### src/rtl/wc_pkg.sv
// Shared constants and types for the Winograd F(3,5) tile scheduler.
package wc_pkg;
  localparam int DW     = 10;
  localparam int M      = 3;
  localparam int R      = 5;
  localparam int T      = M + R - 1;
  localparam int WC_LAT = 2;

  typedef logic [DW-1:0] wc_sample_t;

  typedef enum logic [2:0] {
    S_IDLE,
    S_FILL,
    S_WAIT,
    S_DRAIN,
    S_FIN
  } wc_sched_state_t;
endpackage

### src/rtl/wc_window.sv
// T-deep sample shift register; slot 0 holds the oldest sample.
module wc_window #(
  parameter int DW = 10,
  parameter int T  = 7
) (
  input  logic          clk_i,
  input  logic          rst_ni,
  input  logic          shift_i,
  input  logic [DW-1:0] data_i,
  output logic [T*DW-1:0] taps_o
);
  logic [T*DW-1:0] win_q;

  always_ff @(posedge clk_i or negedge rst_ni) begin
    if (!rst_ni) begin
      win_q <= '0;
    end else if (shift_i) begin
      win_q <= {data_i, win_q[T*DW-1:DW]};
    end
  end

  assign taps_o = win_q;
endmodule

### src/rtl/wc_tile_sched.sv
// Builds overlapping stride-M windows for WC, captures Z after the core
// latency and streams the M results out serially, one tile in flight.
module wc_tile_sched #(
  parameter int DW     = wc_pkg::DW,
  parameter int M      = wc_pkg::M,
  parameter int R      = wc_pkg::R,
  parameter int T      = M + R - 1,
  parameter int WC_LAT = wc_pkg::WC_LAT,
  parameter int NW     = 16
) (
  input  logic            clk,
  input  logic            rst,
  input  logic            start,
  input  logic [NW-1:0]   n_tiles,
  input  logic            in_valid,
  output logic            in_ready,
  input  logic [DW-1:0]   in_data,
  output logic [T*DW-1:0] wc_D,
  input  logic [M*DW-1:0] wc_Z,
  output logic            out_valid,
  input  logic            out_ready,
  output logic [DW-1:0]   out_data,
  output logic            out_last,
  output logic            busy,
  output logic            done
);
  import wc_pkg::*;

  localparam int WCW = (WC_LAT > 0) ? $clog2(WC_LAT + 1) : 1;

  wc_sched_state_t state_q, state_d;
  logic [2:0]      need_q, need_d;
  logic [1:0]      oidx_q, oidx_d;
  logic [WCW-1:0]  wcnt_q, wcnt_d;
  logic [NW-1:0]   tiles_q, tiles_d;
  logic [M*DW-1:0] res_q, res_d;
  logic            shift;

  assign shift = (state_q == S_FILL) && in_valid;

  wc_window #(
    .DW (DW),
    .T  (T)
  ) u_window (
    .clk_i   (clk),
    .rst_ni  (rst),
    .shift_i (shift),
    .data_i  (in_data),
    .taps_o  (wc_D)
  );

  always_ff @(posedge clk or negedge rst) begin
    if (!rst) begin
      state_q <= S_IDLE;
      need_q  <= '0;
      oidx_q  <= '0;
      wcnt_q  <= '0;
      tiles_q <= '0;
      res_q   <= '0;
    end else begin
      state_q <= state_d;
      need_q  <= need_d;
      oidx_q  <= oidx_d;
      wcnt_q  <= wcnt_d;
      tiles_q <= tiles_d;
      res_q   <= res_d;
    end
  end

  always_comb begin
    state_d   = state_q;
    need_d    = need_q;
    oidx_d    = oidx_q;
    wcnt_d    = wcnt_q;
    tiles_d   = tiles_q;
    res_d     = res_q;
    in_ready  = 1'b0;
    out_valid = 1'b0;
    done      = 1'b0;

    case (state_q)
      S_IDLE: begin
        if (start) begin
          if (n_tiles != '0) begin
            tiles_d = n_tiles;
            need_d  = 3'(T);
            state_d = S_FILL;
          end else begin
            state_d = S_FIN;
          end
        end
      end
      S_FILL: begin
        in_ready = 1'b1;
        if (in_valid) begin
          need_d = need_q - 3'd1;
          if (need_q == 3'd1) begin
            wcnt_d  = WCW'(WC_LAT);
            state_d = S_WAIT;
          end
        end
      end
      S_WAIT: begin
        // Counting down to zero gives WC_LAT+1 edges from the last shift.
        if (wcnt_q == '0) begin
          res_d   = wc_Z;
          oidx_d  = '0;
          state_d = S_DRAIN;
        end else begin
          wcnt_d = wcnt_q - WCW'(1);
        end
      end
      S_DRAIN: begin
        out_valid = 1'b1;
        if (out_ready) begin
          if (oidx_q == 2'(M - 1)) begin
            oidx_d  = '0;
            tiles_d = tiles_q - NW'(1);
            if (tiles_q == NW'(1)) begin
              state_d = S_FIN;
            end else begin
              need_d  = 3'(M);
              state_d = S_FILL;
            end
          end else begin
            oidx_d = oidx_q + 2'd1;
          end
        end
      end
      S_FIN: begin
        done    = 1'b1;
        state_d = S_IDLE;
      end
      default: state_d = S_IDLE;
    endcase
  end

  assign busy     = (state_q != S_IDLE);
  assign out_data = res_q[oidx_q*DW +: DW];
  assign out_last = (state_q == S_DRAIN) && (oidx_q == 2'(M - 1)) &&
                    (tiles_q == NW'(1));
endmodule

### config.mk
export PLATFORM = sky130hd
export DESIGN_NAME = wc_tile_sched
export DESIGN_NICKNAME = d
export VERILOG_FILES = /design/src/rtl/wc_pkg.sv /design/src/rtl/wc_window.sv /design/src/rtl/wc_tile_sched.sv
export SDC_FILE = /design/constraint.sdc
export NUM_CORES = 1
export LEC_CHECK = 0
export BUFFER_PORTS_ARGS = -buffer_cell sky130_fd_sc_hd__buf_2
export CORE_ASPECT_RATIO = 1.4
export CORE_MARGIN = 5
export CORE_UTILIZATION = 46
export CTS_BUF_LIST = sky130_fd_sc_hd__clkbuf_4 sky130_fd_sc_hd__clkbuf_8
export CTS_CLUSTER_DIAMETER = 100
export DETAILED_ROUTE_END_ITERATION = 10
export GPL_TIMING_DRIVEN = 0
export PLACE_DENSITY = 0.78
export SKIP_CTS_REPAIR_TIMING = 1
export SLEW_MARGIN = 20
export SYNTH_ARGS = -nofsm -noshare
export SYNTH_HDL_FRONTEND = slang
export SYNTH_SLANG_ARGS = --single-unit
### constraint.sdc
create_clock -name clk -period 2.5 [get_ports clk]
set_input_delay 0.5 -clock clk [delete_from_list [all_inputs] [get_ports clk]]
set_output_delay 0.5 -clock clk [all_outputs]
set_load 0.05 [all_outputs]
==> results of run 1 <==
## layout make-up
type / count / area, sq um
flip-flops and latches: 126 / 3154
repair buffers: 146 / 765.7
fillers: 1011 / 5126
clock buffers: 18 / 247.7
multi-input cells: 284 / 2327
clock inverters: 14 / 168.9
inverters: 13 / 52.55
plain buffers: 26 / 161.4
well taps: 150 / 187.7
## sequential cells by signal, indices dropped and copies added (netlist names)
register,cells
oidx_q,2
res_q,30
wcnt_q,2
u_window.taps_o,70
need_q,3
tiles_q,16
state_q,3
## power by group
part / internal, mW / leakage [nW] / total [mW] / switching, mW
registers: 2.88 / 1.58 / 3.51 / 0.634
logic: 1.48 / 1.55 / 4.86 / 3.38
clock network: 0.953 / 0.215 / 1.85 / 0.893
## worst register-to-register path: cells and delay by family (launching register included)
family,cells,cell delay [ns]
fa+ha+maj,1,0.20
flops,1,0.46
buf+inv,1,0.09
simple gates,3,1.24
compound gates,2,0.21
## synthesized netlist by cell type (all sizes together) (2+ instances only)
cell      n
a211oi    2
a21o      2
a21oi    21
a22oi     3
a32o      2
buf      13
clkbuf   14
dfrtp   126
ha        5
inv      13
mux2    101
mux2i    10
nand2    16
nand2b    2
nand3b    2
nor2     17
nor2b     3
nor3     11
nor3b     6
nor4      6
o211ai    3
o21ai    35
o22ai     3
o31ai     2
or2       4
or3       6
or4       3
## path summary, 6_finish.rpt
kind / from / to / slack (ns) / cells past startpoint
max: tiles_q[4]$_DFFE_PN0P_ / out_last / -0.29 / 5
min: rst / tiles_q[0]$_DFFE_PN0P_ / 0.03 / 1
max reg2reg: tiles_q[0]$_DFFE_PN0P_ / tiles_q[12]$_DFFE_PN0P_ / 0.21 / 7
min reg2reg: u_window.taps_o[5]$_DFFE_PN0P_ / u_window.taps_o[5]$_DFFE_PN0P_ / 0.51 / 1
max in group asynchronous: rst / u_window.taps_o[30]$_DFFE_PN0P_ / 1.74 / 2
min in group clk: wc_Z[25] / res_q[25]$_DFFE_PN0P_ / 0.30 / 2
## cells by family (layout without fill, tap and decap cells)
group | count (synthesis) | in the layout
AOI/OAI and AO/OA | 85 | 85
adders and majority gates | 5 | 5
buffers and inverters | 40 | 217
DFF | 126 | 126
muxes | 111 | 111
and+or+nand+nor | 83 | 83
## routing by layer
layer  share of wire  global-route usage
met3           0.062             0.05405
met5               0                   0
met1            0.39              0.2198
met4           0.026             0.08293
met2            0.52              0.3259
## stage by stage
stage	TNS, ns	power (mW)	setup WS (ns)	hold slack [ns]
after floorplan	-0.3043	7.086	-0.3043	0.2044
after global placement	-83.63	8.220	-0.6713	0.4856
after detailed placement	-0.1581	8.390	-0.1581	0.4927
after CTS	-2.671	10.26	-0.6437	0.03601
after global routing	-0.5254	10.75	-0.3919	0.04837
final	-0.2910	10.22	-0.2910	0.02701
==> results.md, run 1 <==
## Outcome
- finished with violations — outcome
- negative setup slack — violated checks

## Pwr
- 1.009 mV — maximum vdd ir drop
- 1446 mW/mm^2 — Pwr Density
- 3.346 nW — Lkg Pwr

## STA
- 0 — max-slew violation total from the final report
- 0.6247 ns — slew at the pin closest to its max-slew limit
- 2.791 ns — crit path time final
- 0 — Fin. Hold Viols
- 0.01616 ns — clock skew after layout
- 1 — final number of setup-violating endpoints
- true — RSZ-0062 raised after global routing
- 358.3 MHz — Fmax achieved
- 1.116 — final critical-path share of the clock period
- -0.2910 ns — setup slack after layout
- 0.5797 — Max-slew headroom

## Floorplanning
- 141.1 um — die outline height
- 146 — number of top-level pins
- 103.6 um — die span in x
- 0.01219 sq mm — Core Footprint
- 48 — Cell Rows
- 0.4630 — Initial Utilization
- 0.01462 sq mm — area of the die

## Yosys
- 0 — XOR/XNOR share of the synthesized area
- sky130_fd_sc_hd__dfrtp_1 (56%), sky130_fd_sc_hd__mux2_2 (20%), sky130_fd_sc_hd__o21ai_0 (3.1%) — leading post-synthesis cells by cell area
- 0.09266 — fraction of the mapped netlist area in compound gates
- 516 — post-synthesis net count
- multiplexers — combinational family with the most area after synthesis
- sky130_fd_sc_hd__dfrtp_1 — dominant synthesized flop cell
- 450 — Synth Instances
- 126 — total of flip-flops plus latches after synthesis
- 0 — Syn. warnings
- 0 — number of flops mapped to enable cells by yosys
- 52 — count of different cell masters after synthesis
- sky130_fd_sc_hd__dfrtp_1 — biggest area consumer among synthesized cells
- 0.005644 sq mm — combined area of all synthesized cells
- 12.54 sq um — mean post-synth cell area
- 0.2192 — multiplexer share of the synthesized area
- 1.000 — Async S/R FF share, synth
- 0.01108 — Adder-Cell Fraction of Synth Area
- 0.5586 — proportion of netlist area held by the largest area contributor
- 0.08136 — simple logic cell fraction of the synthesized area
- 0.5586 — sequential fraction of the synthesis area

## Routing
- 167 — initial drt markers
- 0 — total DRC errors in the routed layout
- 4 — total iterations of the first detailed-routing run
- 5.474 — detail-routed via count per cell
- 4253 — overall via count from detail_route
- 17.65 um — average wire length per cell after detail routing
- 13.72 mm — Post-Route WL
- 0 — post-route ant nets

## Critical path
- register to output port — classification of the worst setup path
- or4_4 -> nor4_4 -> nand3_2 -> nor3b_4 -> buf_6 — crit path cell chain
- 1 — buffers and inverters on the worst path
- output port — Worst Setup End Kind
- register — startpoint type of the worst setup path
- 6 — maximum fanout along the worst path
- 0.56 ns — Crit path largest cell delay
- simple AND/OR/NAND/NOR gates — Worst path top cell family by delay
- 2.00 ns — Req. time, crit path
- 2.29 ns — endpoint arrival time on the critical path
- sky130_fd_sc_hd__or4_4 — standard cell with the maximum stage delay on the critical path

## Layout
- 0.5072 — fraction of layout instances using a drive strength above 1
- 0 — ANT cells
- 777 — non-filler instance count after layout
- 25.18% — area grow syn2layout
- sky130_fd_sc_hd__buf_2 — most common cell after layout, fill and taps aside
- sky130_fd_sc_hd__buf_2 (154), sky130_fd_sc_hd__dfrtp_1 (125), sky130_fd_sc_hd__mux2_2 (101) — highest-count cells in the layout ignoring fill and taps
- 680 — fin nets
- 0.5795 — post-layout utilization of the core
- 0.007066 sq mm — total non-filler cell area in the finished layout

## Global route
- 0 — antenna violations before repair
- 4656 — number of global-route vias before repair
- 22.77 mm — wire length of the first global-routing pass
- 0.1896 — All-Layer GR Usage
- 69 — largest net degree at the start of global routing
- 0 — Congestion Overflow GR

## Clocking
- 126 — number of sinks driven by the clock tree
- sky130_fd_sc_hd__clkbuf_8 — Clock Root Buffer
- 17 — number of buffers created by CTS
- 2 — CTS Buffer Depth
- yes — clock tree from TritonCTS
- 0.08 ns — post-CTS clock slew at the launch and capture registers of the worst setup and hold paths
- 0.43 ns — clk_lat worst skew
- 4 — H-Tree Level Count

## Place
- 10.21 mm — DP Wirelength
- 0.006608 sq mm — area post-placement
- 746 — placed instance count
- 145 — number of I/O port buffers
- 0.9154 — placer congestion estimate

## Min path
- primary input to asynchronous set/reset pin — path type of the worst min-delay path

## Flow run
- 0 — max capacitance violation total

Note: power is estimated with default switching activity, not from simulation.
==> run 2, diff against run 1 <==
- REMOVE_ABC_BUFFERS: default -> 1
==> run 2 against run 1 <==
Effect of this change:
- the run still ends with negative setup slack left
- global-route usage decreased by 2.0 points
- count of clock-buffer cells in the layout decreased by 1
- flip-flop and latch count unchanged
- combinational power decreased by 2%
==> results.md, run 2 (same netlist as run 1, synthesis figures left out) <==
## Outcome
- finished with violations — outcome
- negative setup slack — violated checks

## Layout
- 0.003159 sq mm — combined flip-flop and latch cell area
- 70 — max FFs per register
- 0 — ANT cells
- 0.5226 — fraction of layout instances using a drive strength above 1
- 1004 — fillers
- 0.007091 sq mm — total non-filler cell area in the finished layout
- 673 — fin nets
- 25.63% — area grow syn2layout
- sky130_fd_sc_hd__buf_2 (142), sky130_fd_sc_hd__dfrtp_1 (121), sky130_fd_sc_hd__mux2_2 (101) — highest-count cells in the layout ignoring fill and taps
- 0.002350 sq mm — footprint of the multi-input gates
- sky130_fd_sc_hd__buf_2 — most common cell after layout, fill and taps aside

## Clocking
- 0.09 ns — post-CTS clock slew at the launch and capture registers of the worst setup and hold paths
- 126 — number of sinks driven by the clock tree
- 2 — CTS Buffer Depth
- yes — clock tree from TritonCTS
- 17 — number of buffers created by CTS
- sky130_fd_sc_hd__clkbuf_8 — Clock Root Buffer
- 0.43 ns — clk_lat worst skew
- 4 — H-Tree Level Count

## STA
- 0.01346 ns — clock skew after layout
- 367.0 MHz — Fmax achieved
- 1.090 — final critical-path share of the clock period
- 1 — final number of setup-violating endpoints
- 0.2967 ns — tightest hold margin
- 0.7072 ns — slew at the pin closest to its max-slew limit
- -0.2244 ns — setup slack after layout
- 0.5242 — Max-slew headroom
- 2.724 ns — crit path time final
- 0 — Fin. Hold Viols
- -0.2244 ns — Post-Route Setup TNS
- true — RSZ-0062 raised after global routing
- 0 — max-slew violation total from the final report

## Critical path
- register to output port — classification of the worst setup path
- 0.09 ns — R2R Setup Slk
- 2.22 ns — endpoint arrival time on the critical path
- 0.57 ns — Crit path largest cell delay
- output port — Worst Setup End Kind
- register — startpoint type of the worst setup path
- 6 — worst reg-to-reg path cell count
- sky130_fd_sc_hd__or4_4 — standard cell with the maximum stage delay on the critical path
- 5 — logic depth of the worst path, buffers included
- state_q[1]$_DFFE_PN0P_ — startpoint of the worst register-to-register path
- simple AND/OR/NAND/NOR gates — Worst path top cell family by delay
- 1 — buffers and inverters on the worst path
- or4_4 -> nor4_4 -> nand3_2 -> nor3b_2 -> buf_6 — crit path cell chain
- tiles_q[0]$_DFFE_PN0P_ — RR Endpoint
- 2.00 ns — Req. time, crit path
- 6 — maximum fanout along the worst path

## Floorplanning
- 0.01219 sq mm — Core Footprint
- 103.6 um — die span in x
- 146 — number of top-level pins
- 0.4630 — Initial Utilization
- 141.1 um — die outline height
- 0.01462 sq mm — area of the die
- 48 — Cell Rows

## Pwr
- 1.013 mV — maximum vdd ir drop
- 0.174 — fraction of power consumed by the clock network
- 0.477 — combinational share of power
- 0.4884 — Net Sw Frac
- 1412 mW/mm^2 — Pwr Density
- 3.320 nW — Lkg Pwr
- 0.348 — sequential fraction of design power
- 5.121 mW — Power Internal
- 4.889 mW — net switching power

## Routing
- 16.00 um — average wire length per cell after detail routing
- 0 — total DRC errors in the routed layout
- 4129 — overall via count from detail_route
- 134 — initial drt markers
- 0 — post-route ant nets
- 5.362 — detail-routed via count per cell
- 6 — total iterations of the first detailed-routing run
- 12.32 mm — Post-Route WL

## Global route
- 0 — Congestion Overflow GR
- 4340 — number of global-route vias before repair
- 82 — largest net degree at the start of global routing
- 0 — antenna violations before repair
- 0.1701 — All-Layer GR Usage
- 20.67 mm — wire length of the first global-routing pass

## Place
- 0.8222 — placer congestion estimate
- 145 — number of I/O port buffers
- 0.006510 sq mm — area post-placement
- -0.4117 ns — minimum setup slack after placement
- 8.652 mm — DP Wirelength

## Min path
- primary input to register — path type of the worst min-delay path
- wc_Z[3] — critical hold path startpoint
- 2 — number of stages on the worst hold path
- res_q[3]$_DFFE_PN0P_ — endpoint of the worst hold path

## Flow run
- 0 — max capacitance violation total

==> run 2: cell type report <==
class | instances | share of cell area
timing repair buffer | 165 | 0.1334
multi-input combinational | 284 | 0.3314
inverter | 13 | 0.007411
tap | 150 | 0.02647
clock inverter | 15 | 0.02276
clock buffer | 17 | 0.03300
sequential | 126 | 0.4456
==> run 2: power by group through the flow <==
stage,Sequential (mW),Clock [mW],Combinational [mW]
after global placement,3.46,0,4.63
after detailed placement,3.54,0,4.72
final,3.48,1.75,4.78
after floorplan,5.41,0,1.63
after CTS,3.51,1.81,4.73
after global routing,3.62,1.90,5.06
==> run 2: stage by stage <==
stage               cells  total power, mW    util
CTS                   756            10.05  0.5664
floorplan             423            7.039       -
finish                770            10.01  0.5816
global route          770            10.58  0.5816
detailed placement    724            8.261  0.5340
global placement      718            8.087  0.5247
==> run 2: worst max path at each step <==
stage                            from                    to  slack, ns
2_1_floorplan   wcnt_q[0]$_DFFE_PN0P_  res_q[0]$_DFFE_PN0P_      -1.77
5_1_grt        tiles_q[4]$_DFFE_PN0P_              out_last      -0.35
6_report       tiles_q[4]$_DFFE_PN0P_              out_last      -0.22
4_1_cts        state_q[0]$_DFFE_PN0P_              out_last      -0.91
3_3_place_gp    wcnt_q[0]$_DFFE_PN0P_  res_q[5]$_DFFE_PN0P_      -2.93
3_5_place_dp   state_q[0]$_DFFE_PN0P_              out_last      -0.41
==> run 2: layer usage <==
layer  vias up  track usage  share of wire
li1       1951            -              -
met1      2035       0.1981           0.41
met2       130       0.2880           0.51
met3        13      0.06505          0.069
met4         0      0.05598          0.013
met5         -            0              0
==> run 3, diff against run 2 <==
- GPL_TIMING_DRIVEN: 0 -> default
==> run 3 against run 2 <==
Effect of this change:
- the run still ends with negative setup slack left
- non-clock buffer count grew 8
- clock power grew 13%
- register-to-register slack gained 0.16 ns
- sequential power shrank 1%
- via count grew 3.3%
- clock skew is essentially flat
- largest cell class unchanged
==> results.md, run 3 (same netlist as run 1, synthesis figures left out) <==
## Critical path
- 0.25 ns — R2R Setup Slk
- output port — Worst Setup End Kind
- tiles_q[9]$_DFFE_PN0P_ — crit path launch
- 2.00 ns — Req. time, crit path
- 4 — maximum fanout along the worst path
- sky130_fd_sc_hd__or3_4 — standard cell with the maximum stage delay on the critical path
- register — startpoint type of the worst setup path
- out_last — CP endpoint
- 0.42 ns — Crit path largest cell delay
- tiles_q[13]$_DFFE_PN0P_ — RR Endpoint
- register to output port — classification of the worst setup path
- or3_4 -> nor4_4 -> buf_4 -> nand3_4 -> nor3b_2 -> buf_6 — crit path cell chain
- 6 — worst reg-to-reg path cell count
- tiles_q[9]$_DFFE_PN0P_ — startpoint of the worst register-to-register path
- 2.15 ns — endpoint arrival time on the critical path

## Layout
- 681 — fin nets
- 0.007176 sq mm — total non-filler cell area in the finished layout
- 0.003153 sq mm — combined flip-flop and latch cell area
- sky130_fd_sc_hd__buf_2 (143), sky130_fd_sc_hd__dfrtp_1 (126), sky130_fd_sc_hd__mux2_2 (101) — highest-count cells in the layout ignoring fill and taps
- 70 — max FFs per register
- 0 — ANT cells
- 1003 — fillers
- 27.13% — area grow syn2layout
- sky130_fd_sc_hd__buf_2 — most common cell after layout, fill and taps aside
- 0.002340 sq mm — footprint of the multi-input gates
- 778 — non-filler instance count after layout
- 0.5175 — fraction of layout instances using a drive strength above 1

## STA
- 0.3012 ns — tightest hold margin
- -0.1510 ns — setup slack after layout
- 0 — max-slew violation total from the final report
- -0.1510 ns — Post-Route Setup TNS
- true — RSZ-0062 raised after global routing
- 1 — final number of setup-violating endpoints
- 1.060 — final critical-path share of the clock period
- 2.651 ns — crit path time final
- 377.2 MHz — Fmax achieved
- 0.01381 ns — clock skew after layout
- 0 — Fin. Hold Viols
- 0.6312 — Max-slew headroom
- 0.5455 ns — slew at the pin closest to its max-slew limit

## Place
- 145 — number of I/O port buffers
- 0.006669 sq mm — area post-placement
- 9.406 mm — DP Wirelength
- 745 — placed instance count
- 0.8484 — placer congestion estimate

## Pwr
- 10.46 mW — sum of internal, switching and leakage power
- 1.171 mV — maximum vdd ir drop
- 1457 mW/mm^2 — Pwr Density
- 3.390 nW — Lkg Pwr

## Clocking
- 17 — number of buffers created by CTS
- 126 — number of sinks driven by the clock tree
- 2 — CTS Buffer Depth
- 0.43 ns — clk_lat worst skew
- sky130_fd_sc_hd__clkbuf_8 — Clock Root Buffer
- yes — clock tree from TritonCTS
- 0.09 ns — post-CTS clock slew at the launch and capture registers of the worst setup and hold paths
- 4 — H-Tree Level Count

## Min path
- primary input to register — path type of the worst min-delay path

## Floorplanning
- 0.4630 — Initial Utilization
- 141.1 um — die outline height
- 0.01219 sq mm — Core Footprint
- 0.01462 sq mm — area of the die
- 48 — Cell Rows
- 103.6 um — die span in x
- 146 — number of top-level pins

## Outcome
- finished with violations — outcome
- negative setup slack — violated checks

## Routing
- 0 — total DRC errors in the routed layout
- 0 — post-route ant nets
- 4 — total iterations of the first detailed-routing run
- 16.42 um — average wire length per cell after detail routing
- 12.78 mm — Post-Route WL
- 4264 — overall via count from detail_route
- 126 — initial drt markers
- 5.481 — detail-routed via count per cell

## Global route
- 21.84 mm — wire length of the first global-routing pass
- 0 — Congestion Overflow GR
- 4557 — number of global-route vias before repair
- 0.1794 — All-Layer GR Usage
- 0 — antenna violations before repair
- 78 — largest net degree at the start of global routing

## Flow run
- 0 — max capacitance violation total

[run 3: cell types whose count changed in the layout (fill, tap and decap cells not counted), sizes merged]
cell	previous run	this run
buf	163	172
inv	24	17
bufinv	0	4
clkinv	3	4
clkinvlp	1	2
[run 3: area by class of cell]
class                   count  share of cell area
clock buffers              18             0.03365
clock inverters            14             0.02895
repair buffers            173              0.1390
inverters                  13            0.006800
flip-flops and latches    126              0.4394
multi-input cells         284              0.3261
well taps                 150             0.02616
[run 3: routing by layer]
layer  vias to the layer above  track usage  share of wire  wire length (um)
li1                       1955            -              -                 -
met1                      2105       0.2088           0.39              5034
met2                       179       0.3051           0.52              6595
met3                        25      0.05543          0.069               883
met4                         0      0.07671          0.021               263
met5                         -            0              0                 0
[run 3: worst min-delay path by stage]
stage                     startpoint  cells past startpoint                              end
after floorplan                  rst                      0            need_q[0]$_DFFE_PN0P_
after global placement           rst                      1  u_window.taps_o[15]$_DFFE_PN0P_
after detailed placement         rst                      1  u_window.taps_o[15]$_DFFE_PN0P_
after CTS                        rst                      1  u_window.taps_o[15]$_DFFE_PN0P_
after global routing        wc_Z[11]                      2            res_q[11]$_DFFE_PN0P_
final                       wc_Z[26]                      2            res_q[26]$_DFFE_PN0P_
[run 3: power by group]
group	leakage, nW	internal, mW	total (mW)	switching, mW
registers	1.58	2.88	3.44	0.566
logic	1.59	1.62	5.03	3.42
clock network	0.220	1.12	1.98	0.861
total	3.39	5.61	10.5	4.84
[run 3: metrics by stage]
step                        util  setup WS, ns
after detailed placement  0.5470       0.04656
after CTS                 0.5838       -0.4506
after floorplan                -        -1.773
after global routing      0.5886       -0.2602
after global placement    0.5470       0.03417
final                     0.5886       -0.1510
[run 3: critical path: cells and delay by family (launching register included)]
| kind | cells | cell delay (ns) |
|---|---|---|
| flops | 1 | 0.40 |
| simple gates | 4 | 0.99 |
| buf+inv | 2 | 0.34 |
